[config.mk]
export PLATFORM = sky130hd
export DESIGN_NAME = fsm_tx
export DESIGN_NICKNAME = d
export VERILOG_FILES = /design/src/rtl/fsm_tx.sv
export SDC_FILE = /design/constraint.sdc
export NUM_CORES = 1
export LEC_CHECK = 0
export CAP_MARGIN = 20
export CORE_MARGIN = 2
export CORE_UTILIZATION = 53
export CTS_CLUSTER_DIAMETER = 120
export CTS_CLUSTER_SIZE = 12
export DETAILED_ROUTE_END_ITERATION = 6
export GPL_TIMING_DRIVEN = 0
export PLACE_DENSITY = 0.9
export SLEW_MARGIN = 20
export SYNTH_ARGS = -nofsm -noshare
export SYNTH_HDL_FRONTEND = slang
export SYNTH_SLANG_ARGS = --single-unit
[constraint.sdc]
create_clock -name clk -period 4.4 [get_ports clk]
set_input_delay 0.44 -clock clk [delete_from_list [all_inputs] [get_ports clk]]
set_output_delay 0.44 -clock clk [all_outputs]
set_load 0.1 [all_outputs]
[src/rtl/fsm_tx.sv]
// UART transmit control FSM with triple-redundant state, counter and config.
// Each cycle all copies reload from the voted value, which scrubs single-copy upsets.
module fsm_tx #(
    parameter int unsigned DATA_BITS = 8
) (
    input  logic       clk,
    input  logic       rst,
    input  logic       Tx_Start_i,
    input  logic       Bit_Tick_i,
    input  logic       Parity_En_i,
    input  logic       Stop_Two_i,
    output logic [4:0] State_o,
    output logic [3:0] BitCounter_o,
    output logic       Load_o,
    output logic       Shift_o,
    output logic       TxDone_o,
    output logic       Vote_Err_o
);
    typedef enum logic [4:0] {
        S_IDLE   = 5'b00001,
        S_START  = 5'b00010,
        S_DATA   = 5'b00100,
        S_PARITY = 5'b01000,
        S_STOP   = 5'b10000
    } state_t;

    localparam logic [3:0] LAST_BIT = 4'(DATA_BITS - 1);

    logic [4:0] r_state_a, r_state_b, r_state_c;
    logic [3:0] r_cnt_a, r_cnt_b, r_cnt_c;
    logic       r_par_a, r_par_b, r_par_c;
    logic       r_stop2_a, r_stop2_b, r_stop2_c;
    logic       r_load, r_shift, r_done, r_vote_err;

    logic [4:0] w_state_v;
    logic [3:0] w_cnt_v;
    logic       w_par_v, w_stop2_v;
    logic       w_mismatch;

    state_t     w_state_nxt;
    logic [3:0] w_cnt_nxt;
    logic       w_par_nxt, w_stop2_nxt;
    logic       w_load_nxt, w_shift_nxt, w_done_nxt;

    assign w_state_v = (r_state_a & r_state_b) | (r_state_a & r_state_c) | (r_state_b & r_state_c);
    assign w_cnt_v   = (r_cnt_a & r_cnt_b) | (r_cnt_a & r_cnt_c) | (r_cnt_b & r_cnt_c);
    assign w_par_v   = (r_par_a & r_par_b) | (r_par_a & r_par_c) | (r_par_b & r_par_c);
    assign w_stop2_v = (r_stop2_a & r_stop2_b) | (r_stop2_a & r_stop2_c) | (r_stop2_b & r_stop2_c);

    // Any copy differing from copy A on any bit means the three do not all agree.
    assign w_mismatch =
        (|({r_state_a, r_cnt_a, r_par_a, r_stop2_a} ^ {r_state_b, r_cnt_b, r_par_b, r_stop2_b})) |
        (|({r_state_a, r_cnt_a, r_par_a, r_stop2_a} ^ {r_state_c, r_cnt_c, r_par_c, r_stop2_c}));

    always_comb begin
        w_state_nxt = state_t'(w_state_v);
        w_cnt_nxt   = w_cnt_v;
        w_par_nxt   = w_par_v;
        w_stop2_nxt = w_stop2_v;
        w_load_nxt  = 1'b0;
        w_shift_nxt = 1'b0;
        w_done_nxt  = 1'b0;
        case (w_state_v)
            S_IDLE: begin
                if (Bit_Tick_i && Tx_Start_i) begin
                    w_state_nxt = S_START;
                    w_cnt_nxt   = '0;
                    w_par_nxt   = Parity_En_i;
                    w_stop2_nxt = Stop_Two_i;
                    w_load_nxt  = 1'b1;
                end
            end
            S_START: begin
                if (Bit_Tick_i) begin
                    w_state_nxt = S_DATA;
                    w_cnt_nxt   = '0;
                end
            end
            S_DATA: begin
                if (Bit_Tick_i) begin
                    w_shift_nxt = 1'b1;
                    if (w_cnt_v < LAST_BIT) begin
                        w_cnt_nxt = w_cnt_v + 4'd1;
                    end else begin
                        w_cnt_nxt   = '0;
                        w_state_nxt = w_par_v ? S_PARITY : S_STOP;
                    end
                end
            end
            S_PARITY: begin
                if (Bit_Tick_i) begin
                    w_state_nxt = S_STOP;
                    w_cnt_nxt   = '0;
                end
            end
            S_STOP: begin
                if (Bit_Tick_i) begin
                    if (w_stop2_v && (w_cnt_v == 4'd0)) begin
                        w_cnt_nxt = 4'd1;
                    end else begin
                        w_done_nxt = 1'b1;
                        w_cnt_nxt  = '0;
                        // Back-to-back frame skips IDLE and latches fresh config.
                        if (Tx_Start_i) begin
                            w_state_nxt = S_START;
                            w_load_nxt  = 1'b1;
                            w_par_nxt   = Parity_En_i;
                            w_stop2_nxt = Stop_Two_i;
                        end else begin
                            w_state_nxt = S_IDLE;
                        end
                    end
                end
            end
            default: begin
                w_state_nxt = S_IDLE;
                w_cnt_nxt   = '0;
            end
        endcase
    end

    always_ff @(posedge clk) begin
        if (!rst) begin
            r_state_a  <= S_IDLE;
            r_state_b  <= S_IDLE;
            r_state_c  <= S_IDLE;
            r_cnt_a    <= '0;
            r_cnt_b    <= '0;
            r_cnt_c    <= '0;
            r_par_a    <= 1'b0;
            r_par_b    <= 1'b0;
            r_par_c    <= 1'b0;
            r_stop2_a  <= 1'b0;
            r_stop2_b  <= 1'b0;
            r_stop2_c  <= 1'b0;
            r_load     <= 1'b0;
            r_shift    <= 1'b0;
            r_done     <= 1'b0;
            r_vote_err <= 1'b0;
        end else begin
            r_state_a  <= w_state_nxt;
            r_state_b  <= w_state_nxt;
            r_state_c  <= w_state_nxt;
            r_cnt_a    <= w_cnt_nxt;
            r_cnt_b    <= w_cnt_nxt;
            r_cnt_c    <= w_cnt_nxt;
            r_par_a    <= w_par_nxt;
            r_par_b    <= w_par_nxt;
            r_par_c    <= w_par_nxt;
            r_stop2_a  <= w_stop2_nxt;
            r_stop2_b  <= w_stop2_nxt;
            r_stop2_c  <= w_stop2_nxt;
            r_load     <= w_load_nxt;
            r_shift    <= w_shift_nxt;
            r_done     <= w_done_nxt;
            r_vote_err <= w_mismatch;
        end
    end

    assign State_o      = w_state_v;
    assign BitCounter_o = w_cnt_v;
    assign Load_o       = r_load;
    assign Shift_o      = r_shift;
    assign TxDone_o     = r_done;
    assign Vote_Err_o   = r_vote_err;
endmodule
==> results of run 1 <==
[report_power, final]
part	total (mW)	internal [mW]	switching, mW
Combinational	0.0763	0.0268	0.0495
Sequential	0.132	0.130	0.00203
Clock	0.0977	0.0505	0.0472
Total	0.306	0.207	0.0988
[layout make-up]
cell class                 count  area share [%]
buffer                         9            5.01
inverter                       5            1.63
sequential                    14            24.4
timing repair buffer          16            13.9
multi-input combinational     77            50.0
clock buffer                   4            3.16
tap                           17            1.85
[worst paths after layout]
check / cells after the start / to
setup / recovery: 1 / BitCounter_o[3]
hold reg to reg: 2 / r_par_c$_SDFFE_PN0P_
hold / removal: 2 / r_par_c$_SDFFE_PN0P_
setup reg to reg: 5 / r_state_c[1]$_SDFF_PN0_
[registers in the layout, indices dropped and copies added, names as in the netlist]
signal     count
r_par_c        1
Shift_o        1
Load_o         1
r_stop2_c      1
r_cnt_c        4
TxDone_o       1
r_state_c      5
[synth_stat cells (2+ instances only)]
cell	instances	area share, %
a22oi_1	2	1.6
nand2_1	7	2.8
xor2_1	2	1.9
buf_2	4	2.2
a31oi_1	3	2.0
clkbuf_1	2	0.81
ha_1	2	2.7
mux2i_1	2	2.2
a21oi_1	3	1.6
inv_1	5	2.0
a21o_1	3	2.4
o21ai_0	3	1.6
nor2_1	7	2.8
nor2b_1	4	2.7
nor4b_1	2	1.9
nor3_2	3	3.2
nand3_1	3	1.6
and2_1	3	2.0
dfxtp_1	14	30
and3_1	3	2.0
buf_6	2	2.4
[cells by family after synthesis]
| group | Yosys count | share of synthesized area [%] |
|---|---|---|
| AOI/OAI and AO/OA | 28 | 25.8 |
| xor gates and xnor gates | 3 | 2.82 |
| adders and majority gates | 2 | 2.69 |
| buffers and inverters | 14 | 8.20 |
| DFF | 14 | 30.1 |
| muxes | 2 | 2.15 |
| other | 1 | 0.403 |
| and+or+nand+nor | 41 | 27.8 |
[routing by layer]
metal / routed length [µm] / vias up
met3: 137 / 7
met2: 1080 / 38
li1: - / 422
met5: 0 / -
met1: 915 / 403
met4: 59 / 0
[worst min-delay path, stage by stage, from the launching register on]
cell and delay [ns]:
dfxtp_1 0.34, nand2_1 0.06, mux2i_1 0.05
==> metrics.yaml, run 1 <==
status: "finished, final reports clean"
layout_setup_ws_ns: 2.04
portBuffers: 16
cts_tree: "built"
grt_max_degree: 11
met2_usage_pct: 37.8
cts_resized: 0
synth_nets: 113
fp.dieH_um: 45.9
clock_latency_ns: 0.29
final_cell_area_um2: 1150
tns_ns: 0
coreArea_um2: 1690
finalHoldWorstSlack_ns: 0.495
drt_first_pass_iters: 4
rsz0062_at_grt: "false"
vias: 870
post-place-ws_ns: 2.33
clk_pin_slew_ns: 0.09
regToRegStartpoint: "r_state_c[1]$_SDFF_PN0_"
cts_buffers: 3
gr-usage-met3_pct: 3.97
start_kind: "flop"
antenna_found_initial: 0
initial_core_util_pct: 55.1
rrSetupSlack_ns: 2.82
min_from: "r_par_c$_SDFFE_PN0P_"
timing.critical_path.buf_inv: 1
cp_max_fo: 7
worstSetupEndpointType: "output port"
grt_pass1_wl_um: 3450
hold_class: "reg2reg"
period_needed_ns: 2.36
power_uw: 306
crit_path_top_delay_cell: "clkdlybuf4s50_1"
syn_inst: 105
synth_cell_type_count: 47
detail_route.iter0.violations: 37
netlist_area_um2: 931
final_cells: 142
placed_area_um2: 1110
fillers: 136
final_cell_mix: "16 x clkdlybuf4s50_1, 14 x dfxtp_1, 7 x nand2_1, 7 x nor2_1, 5 x inv_1"
p_leak_nw: 0.442
n_antenna_cell: 0
ant_nets: 0
hold_buffers: 0
synth_edf_count: 0
met1_usage_pct: 29.8
finClkSkew_ns: 0.00475
yosysWarnings: 0
critPathKind: "reg2out"
final_max_slew_viol_count: 0
ir_drop_uv: 150
cts_sinks: 14
avgSynthCellArea_um2: 8.87
fmax_mhz: 423
area_growth_pct: 23.4
grt_use_total_pct: 23.5
critical-path-top-delay-family: "buffers and inverters"
setup-violations-final: 0
final_util_pct: 68.0
regArea_um2: 280
hpwlAfterDp_um: 1610
cap_violations: 0
gp_congestion: 0.859
drc_errors: 0
multi_input_area_um2: 574
place.detailed.instances: 138
wl_per_cell_um: 15.4
seq_area_frac_synth_pct: 30.1
ios: 19
synth_ff_type: "dfxtp_1"
wirelength_um: 2190
finalHoldViolCount: 0
die_w_um: 45.9
layout_commonest_cell: "clkdlybuf4s50_1"
synth-seq-cells: 14
async_flop_share_pct: 0
crit_path_max_incr_delay_ns: 1.18
nNetsFinal: 134
worstPathArrival_ns: 1.92
critPathRequiredTime_ns: 3.96
viasPerCell: 6.13
overflow: 0
grt_pass1_vias: 751
post-cts-setup-buffers: 0
maxSlewHeadroom_pct: 35.1
num_rows: 15
drive_gt1_share_pct: 16.0
powerDensity_nw_per_um2: 266
clock_path_buffers: 2
worst_pin_slew_ns: 0.971
cts_root_buf: "clkbuf_4"
critPathLaunch: "r_cnt_c[3]$_SDFF_PN0_"
dieArea_um2: 2110
cp_cell_sequence: "clkdlybuf4s50_1"
grt_busiest_layer: "met2"
min_period_over_period_pct: 53.7
htree_num_levels: 1
Power figures use the tool's default switching activity.
==> run 2: changes to the inputs <==
--- a/config.mk
+++ b/config.mk
@@ -7,12 +7,12 @@
 export LEC_CHECK = 0
 export CAP_MARGIN = 20
 export CORE_MARGIN = 2
-export CORE_UTILIZATION = 53
+export CORE_UTILIZATION = 50
 export CTS_CLUSTER_DIAMETER = 120
 export CTS_CLUSTER_SIZE = 12
 export DETAILED_ROUTE_END_ITERATION = 6
 export GPL_TIMING_DRIVEN = 0
-export PLACE_DENSITY = 0.9
+export PLACE_DENSITY = 0.86
 export SLEW_MARGIN = 20
 export SYNTH_ARGS = -nofsm -noshare
 export SYNTH_HDL_FRONTEND = slang
==> constraint.sdc (replaced) <==
create_clock -name clk -period 2.3 [get_ports clk]
set_input_delay 0.23 -clock clk [delete_from_list [all_inputs] [get_ports clk]]
set_output_delay 0.23 -clock clk [all_outputs]
set_load 0.1 [all_outputs]
==> run 2 against run 1 <==
  * Register-to-register slack got worse by 2.2 ns
  * Sequential cell count did not move
  * Critical path type unchanged
  * Critical endpoint unchanged
  * Die area increased by 5.5%
==> metrics.yaml, run 2 (synthesis gave the netlist of run 1 again) <==
status: "finished, final reports clean"
n_antenna_cell: 0  # unchanged
grt_max_degree: 11  # unchanged
reg_top3: "r_state_c: 5 flops, r_cnt_c: 4 flops"
drive_gt1_share_pct: 16.0  # unchanged
cts_buffers: 3  # unchanged
critical-path-top-delay-family: "buffers and inverters"
critPathLaunch: "r_cnt_c[3]$_SDFF_PN0_"
area_growth_pct: 24.5
gp_congestion: 0.920  # +7.1%
cts_sinks: 14  # unchanged
cts_resized: 0  # unchanged
dieArea_um2: 2220  # +5.5%
rrSetupSlack_ns: 0.67  # -2.15 ns
largest_reg_flops: 5  # unchanged
num_rows: 15  # unchanged
crit_path_top_delay_cell: "clkdlybuf4s50_1"
clk_pin_slew_ns: 0.09  # about the same
hold_class: "in2reg"
cap_violations: 0  # unchanged
rsz0062_at_grt: "false"
r2r_end: "r_state_c[1]$_SDFF_PN0_"
post-cts-setup-buffers: 0  # unchanged
placed_area_um2: 1120  # +0.90%
cp_cell_sequence: "clkdlybuf4s50_1"
antenna_found_initial: 0  # unchanged
vias: 867  # -0.34%
regToRegStartpoint: "r_cnt_c[0]$_SDFF_PN0_"
finalHoldViolCount: 0  # unchanged
ir_drop_uv: 329  # +120%
ios: 19  # unchanged
layout_commonest_cell: "clkdlybuf4s50_1"
cts_root_buf: "clkbuf_4"
setup-violations-final: 0  # unchanged
endpoint: "BitCounter_o[3]"
detail_route.iter0.violations: 44  # +19%
rr_worst_depth: 6  # +1
cp_num_cells: 1  # unchanged
die_w_um: 47.2  # +2.7%
fillers: 157  # +15%
grt_use_total_pct: 23.0  # -0.49 points
wl_per_cell_um: 14.7  # -4.6%
whs_path_depth: 3  # +1
wirelength_um: 2210  # +0.73%
timing.critical_path.buf_inv: 1  # unchanged
ant_nets: 0  # unchanged
powerDensity_nw_per_um2: 504  # +89%
final_cell_mix: "16 x clkdlybuf4s50_1, 14 x dfxtp_1, 7 x nand2_1, 7 x nor2_1, 5 x inv_1"
worst_pin_slew_ns: 0.966  # -0.00519 ns
period_needed_ns: 2.13
start_kind: "flop"
tns_ns: 0  # unchanged
clock_latency_ns: 0.29  # about the same
fmax_mhz: 469
drc_errors: 0  # unchanged
cp_max_fo: 7  # unchanged
maxSlewHeadroom_pct: 35.4  # +0.35 points
nNetsFinal: 134  # unchanged
final_cell_area_um2: 1160  # +0.87%
drt_first_pass_iters: 4  # unchanged
top_register: "r_state_c"
grt_pass1_vias: 790  # +5.2%
grt_pass1_wl_um: 3640  # +5.6%
worstSetupEndpointType: "output port"
critPathRequiredTime_ns: 2.07  # -1.89 ns
worstPathArrival_ns: 1.90  # -0.02 ns
critPathKind: "reg2out"
hold_buffers: 0  # unchanged
p_leak_nw: 0.442  # unchanged
initial_core_util_pct: 53.3  # -1.8 points
finClkSkew_ns: 0.00538  # +0.000631 ns
hpwlAfterDp_um: 1600  # -0.99%
min_period_over_period_pct: 92.8
fp.dieH_um: 47.2  # +2.7%
coreArea_um2: 1750  # +3.3%
portBuffers: 16  # unchanged
clock_path_buffers: 2  # unchanged
cts_tree: "built"
overflow: 0  # unchanged
crit_path_max_incr_delay_ns: 1.17  # about the same
htree_num_levels: 1  # unchanged
final_max_slew_viol_count: 0  # unchanged
viasPerCell: 5.78  # -5.7%
## run 2: cell counts in the layout (fill, tap and decap cells not counted)
Identical to the previous run, type by type.
## run 2: cell type report
cell class	count	area, µm²	share of cell area, %
clock buffer	4	36.3	3.13
inverter	5	18.8	1.62
tap	25	31.3	2.70
timing repair buffer	16	160	13.8
sequential	14	280	24.2
buffer	9	57.6	4.97
multi-input combinational	77	574	49.6
## run 2: per-stage QoR
stage / util, % / power, mW / instances / worst slack, ns / hold slack (ns)
detailed placement: 64.3 / 0.403 / 146 / 0.443 / 0.468
global route: 66.4 / 0.606 / 150 / 0.0978 / 0.376
finish: 66.4 / 0.584 / 150 / 0.166 / 0.332
floorplan: - / 0.370 / 105 / 0.202 / 0.372
global placement: 64.3 / 0.398 / 146 / 0.472 / 0.458
CTS: 66.4 / 0.583 / 150 / 0.168 / 0.341
## run 2: where the power goes
part / internal, mW / switching, mW / total [mW]
sequential: 0.248 / 0.00339 / 0.252
combinational: 0.0513 / 0.0959 / 0.147
clock: 0.0964 / 0.0885 / 0.185
## run 2: tightest hold or removal path, cell delays in order
cell and delay, ns:
clkbuf_1 0.18, nand2_1 0.11, mux2i_1 0.05
## run 2: how the worst min path moves through the flow
stage / from / end / slack (ns)
6_report: rst / r_par_c$_SDFFE_PN0P_ / 0.33
5_1_grt: rst / r_par_c$_SDFFE_PN0P_ / 0.38
4_1_cts: rst / r_par_c$_SDFFE_PN0P_ / 0.34
3_5_place_dp: r_par_c$_SDFFE_PN0P_ / r_par_c$_SDFFE_PN0P_ / 0.47
3_3_place_gp: r_par_c$_SDFFE_PN0P_ / r_par_c$_SDFFE_PN0P_ / 0.46
2_1_floorplan: Stop_Two_i / r_stop2_c$_SDFFE_PN0P_ / 0.37
## run 2: routing by layer
| metal | vias up | share of wire (%) | routed length (µm) | GRT usage (%) |
|---|---|---|---|---|
| li1 | 420 | - | - | - |
| met1 | 390 | 44 | 962 | 32.0 |
| met2 | 45 | 48 | 1060 | 35.3 |
| met3 | 12 | 6.1 | 135 | 3.46 |
| met4 | 0 | 2.1 | 46 | 10.0 |
| met5 | - | 0 | 0 | 0 |
==> run 3: changes to the inputs <==
--- a/config.mk
+++ b/config.mk
@@ -13,6 +13,7 @@
 export DETAILED_ROUTE_END_ITERATION = 6
 export GPL_TIMING_DRIVEN = 0
 export PLACE_DENSITY = 0.86
+export REMOVE_ABC_BUFFERS = 1
 export SLEW_MARGIN = 20
 export SYNTH_ARGS = -nofsm -noshare
 export SYNTH_HDL_FRONTEND = slang
==> run 3 against run 2 <==
  * Sequential share of layout area grew 0.98 points
  * Critical path depth is the same
  * Clock power is essentially flat
  * Design area shrank 3.9%
  * Die area is the same
  * Register-to-register slack lost 0.12 ns
  * Sequential cell count is the same
  * Final cell count shrank 5.3%
  * First-iteration DRC count shrank 59%
==> metrics.yaml, run 3 (synthesis gave the netlist of run 1 again) <==
status: "finished, final reports clean"
antenna_found_initial: 0  # unchanged
grt_pass1_vias: 768  # -2.8%
overflow: 0  # unchanged
ir_drop_uv: 412  # +25%
rsz0062_at_grt: "false"
reg_top3: "r_state_c: 5 flops, r_cnt_c: 4 flops"
cp_num_cells: 1  # unchanged
top_register: "r_state_c"
powerDensity_nw_per_um2: 516  # +2.5%
drc_errors: 0  # unchanged
cts_buffers: 3  # unchanged
ios: 19  # unchanged
final_cell_mix: "14 x dfxtp_1, 13 x clkdlybuf4s50_1, 7 x nand2_1, 7 x nor2_1, 5 x inv_1"
final_util_pct: 63.8  # -2.6 points
period_needed_ns: 2.23  # +0.0939 ns
min_period_over_period_pct: 96.9  # +4.1 points
finalHoldWorstSlack_ns: 0.467  # +0.135 ns
hold_class: "reg2reg"
wl_per_cell_um: 14.8  # +0.23%
rr_worst_depth: 4  # -2
cp_max_fo: 9  # +2
setup-violations-final: 0  # unchanged
layout_setup_ws_ns: 0.0720  # -0.0939 ns
start_kind: "flop"
detail_route.iter0.violations: 18  # -59%
critical-path-top-delay-family: "buffers and inverters"
timing.critical_path.buf_inv: 1  # unchanged
coreArea_um2: 1750  # unchanged
cts_root_buf: "clkbuf_4"
post-place-ws_ns: 0.268  # -0.175 ns
layout_commonest_cell: "dfxtp_1"
nNetsFinal: 126  # -6.0%
place.detailed.instances: 138  # -5.5%
drt_first_pass_iters: 4  # unchanged
clock_latency_ns: 0.29  # about the same
area_growth_pct: 19.6
dieArea_um2: 2220  # unchanged
p_leak_nw: 0.447  # +1.2%
tns_ns: 0  # unchanged
gp_congestion: 0.857  # -6.9%
largest_reg_flops: 5  # unchanged
final_cell_area_um2: 1110  # -3.9%
whs_path_depth: 2  # -1
worst_pin_slew_ns: 0.968  # +0.00178 ns
clock_path_buffers: 2  # unchanged
portBuffers: 17  # +1
vias: 851  # -1.8%
cp_cell_sequence: "clkdlybuf4s50_1"
maxSlewHeadroom_pct: 35.3  # -0.12 points
hold_buffers: 0  # unchanged
critPathKind: "reg2out"
cts_tree: "built"
finClkSkew_ns: 0.00291  # -0.00247 ns
hpwlAfterDp_um: 1470  # -8.1%
worstSetupEndpointType: "output port"
viasPerCell: 5.99  # +3.7%
num_rows: 15  # unchanged
finalHoldViolCount: 0  # unchanged
fp.dieH_um: 47.2  # unchanged
initial_core_util_pct: 53.3  # unchanged
grt_max_degree: 17  # +6
fmax_mhz: 449  # -4.2%
final_max_slew_viol_count: 0  # unchanged
crit_path_top_delay_cell: "clkdlybuf4s50_1"
ant_nets: 0  # unchanged
wirelength_um: 2100  # -5.1%
placed_area_um2: 1070  # -4.2%
n_antenna_cell: 0  # unchanged
htree_num_levels: 1  # unchanged
post-cts-setup-buffers: 0  # unchanged
final_cells: 142  # -5.3%
grt_pass1_wl_um: 3320  # -8.9%
power_uw: 575  # -1.5%
critPathRequiredTime_ns: 2.07  # about the same
crit_path_max_incr_delay_ns: 1.20  # +0.03 ns
grt_use_total_pct: 21.4  # -1.6 points
drive_gt1_share_pct: 11.1  # -4.9 points
worstPathArrival_ns: 2.00  # +0.10 ns
cts_sinks: 14  # unchanged
die_w_um: 47.2  # unchanged
clk_pin_slew_ns: 0.09  # about the same
cap_violations: 0  # unchanged
==> run 3: changes by cell type in the layout (fill, tap and decap cells not counted) <==
cell / change
buf_2: -4
clkdlybuf4s50_1: -3
buf_6: -2
clkbuf_1: -2
dlygate4sd2_1: +2
dlymetal6s2s_1: +2
buf_4: -1
==> run 3: cell type report <==
cell class,instances,area [µm²]
tap,25,31.3
clock buffer,4,36.3
timing repair buffer,17,173
multi-input combinational,77,574
fill,136,632
sequential,14,280
inverter,5,18.8
==> run 3: final timing paths <==
kind                                           endpoint               startpoint  slack (ns)
worst max-delay path                         State_o[4]  r_state_c[4]$_SDFF_PN0_        0.07
worst min-delay path             r_stop2_c$_SDFFE_PN0P_   r_stop2_c$_SDFFE_PN0P_        0.47
worst max register to register  r_state_c[1]$_SDFF_PN0_  r_state_c[1]$_SDFF_PN0_        0.55
worst min register to register   r_stop2_c$_SDFFE_PN0P_   r_stop2_c$_SDFFE_PN0P_        0.47
==> run 3: report_power, final <==
part           switching (mW)  internal [mW]  total [mW]
Combinational          0.0842         0.0466       0.131
Clock                  0.0859         0.0964       0.182
Sequential             0.0135          0.248       0.262
Total                   0.184          0.391       0.575
==> run 3: routing by layer <==
layer / vias up / track usage, % / wire length [µm]
li1: 406 / - / -
met3: 7 / 5.38 / 134
met2: 44 / 31.8 / 1020
met4: 0 / 12.8 / 41
met1: 394 / 28.0 / 903
met5: - / 0 / 0
==> run 3: what timing repair did <==
action,CTS,global route
resized for setup,2,2
pin swaps,0,0
setup endpoints to repair,2,2
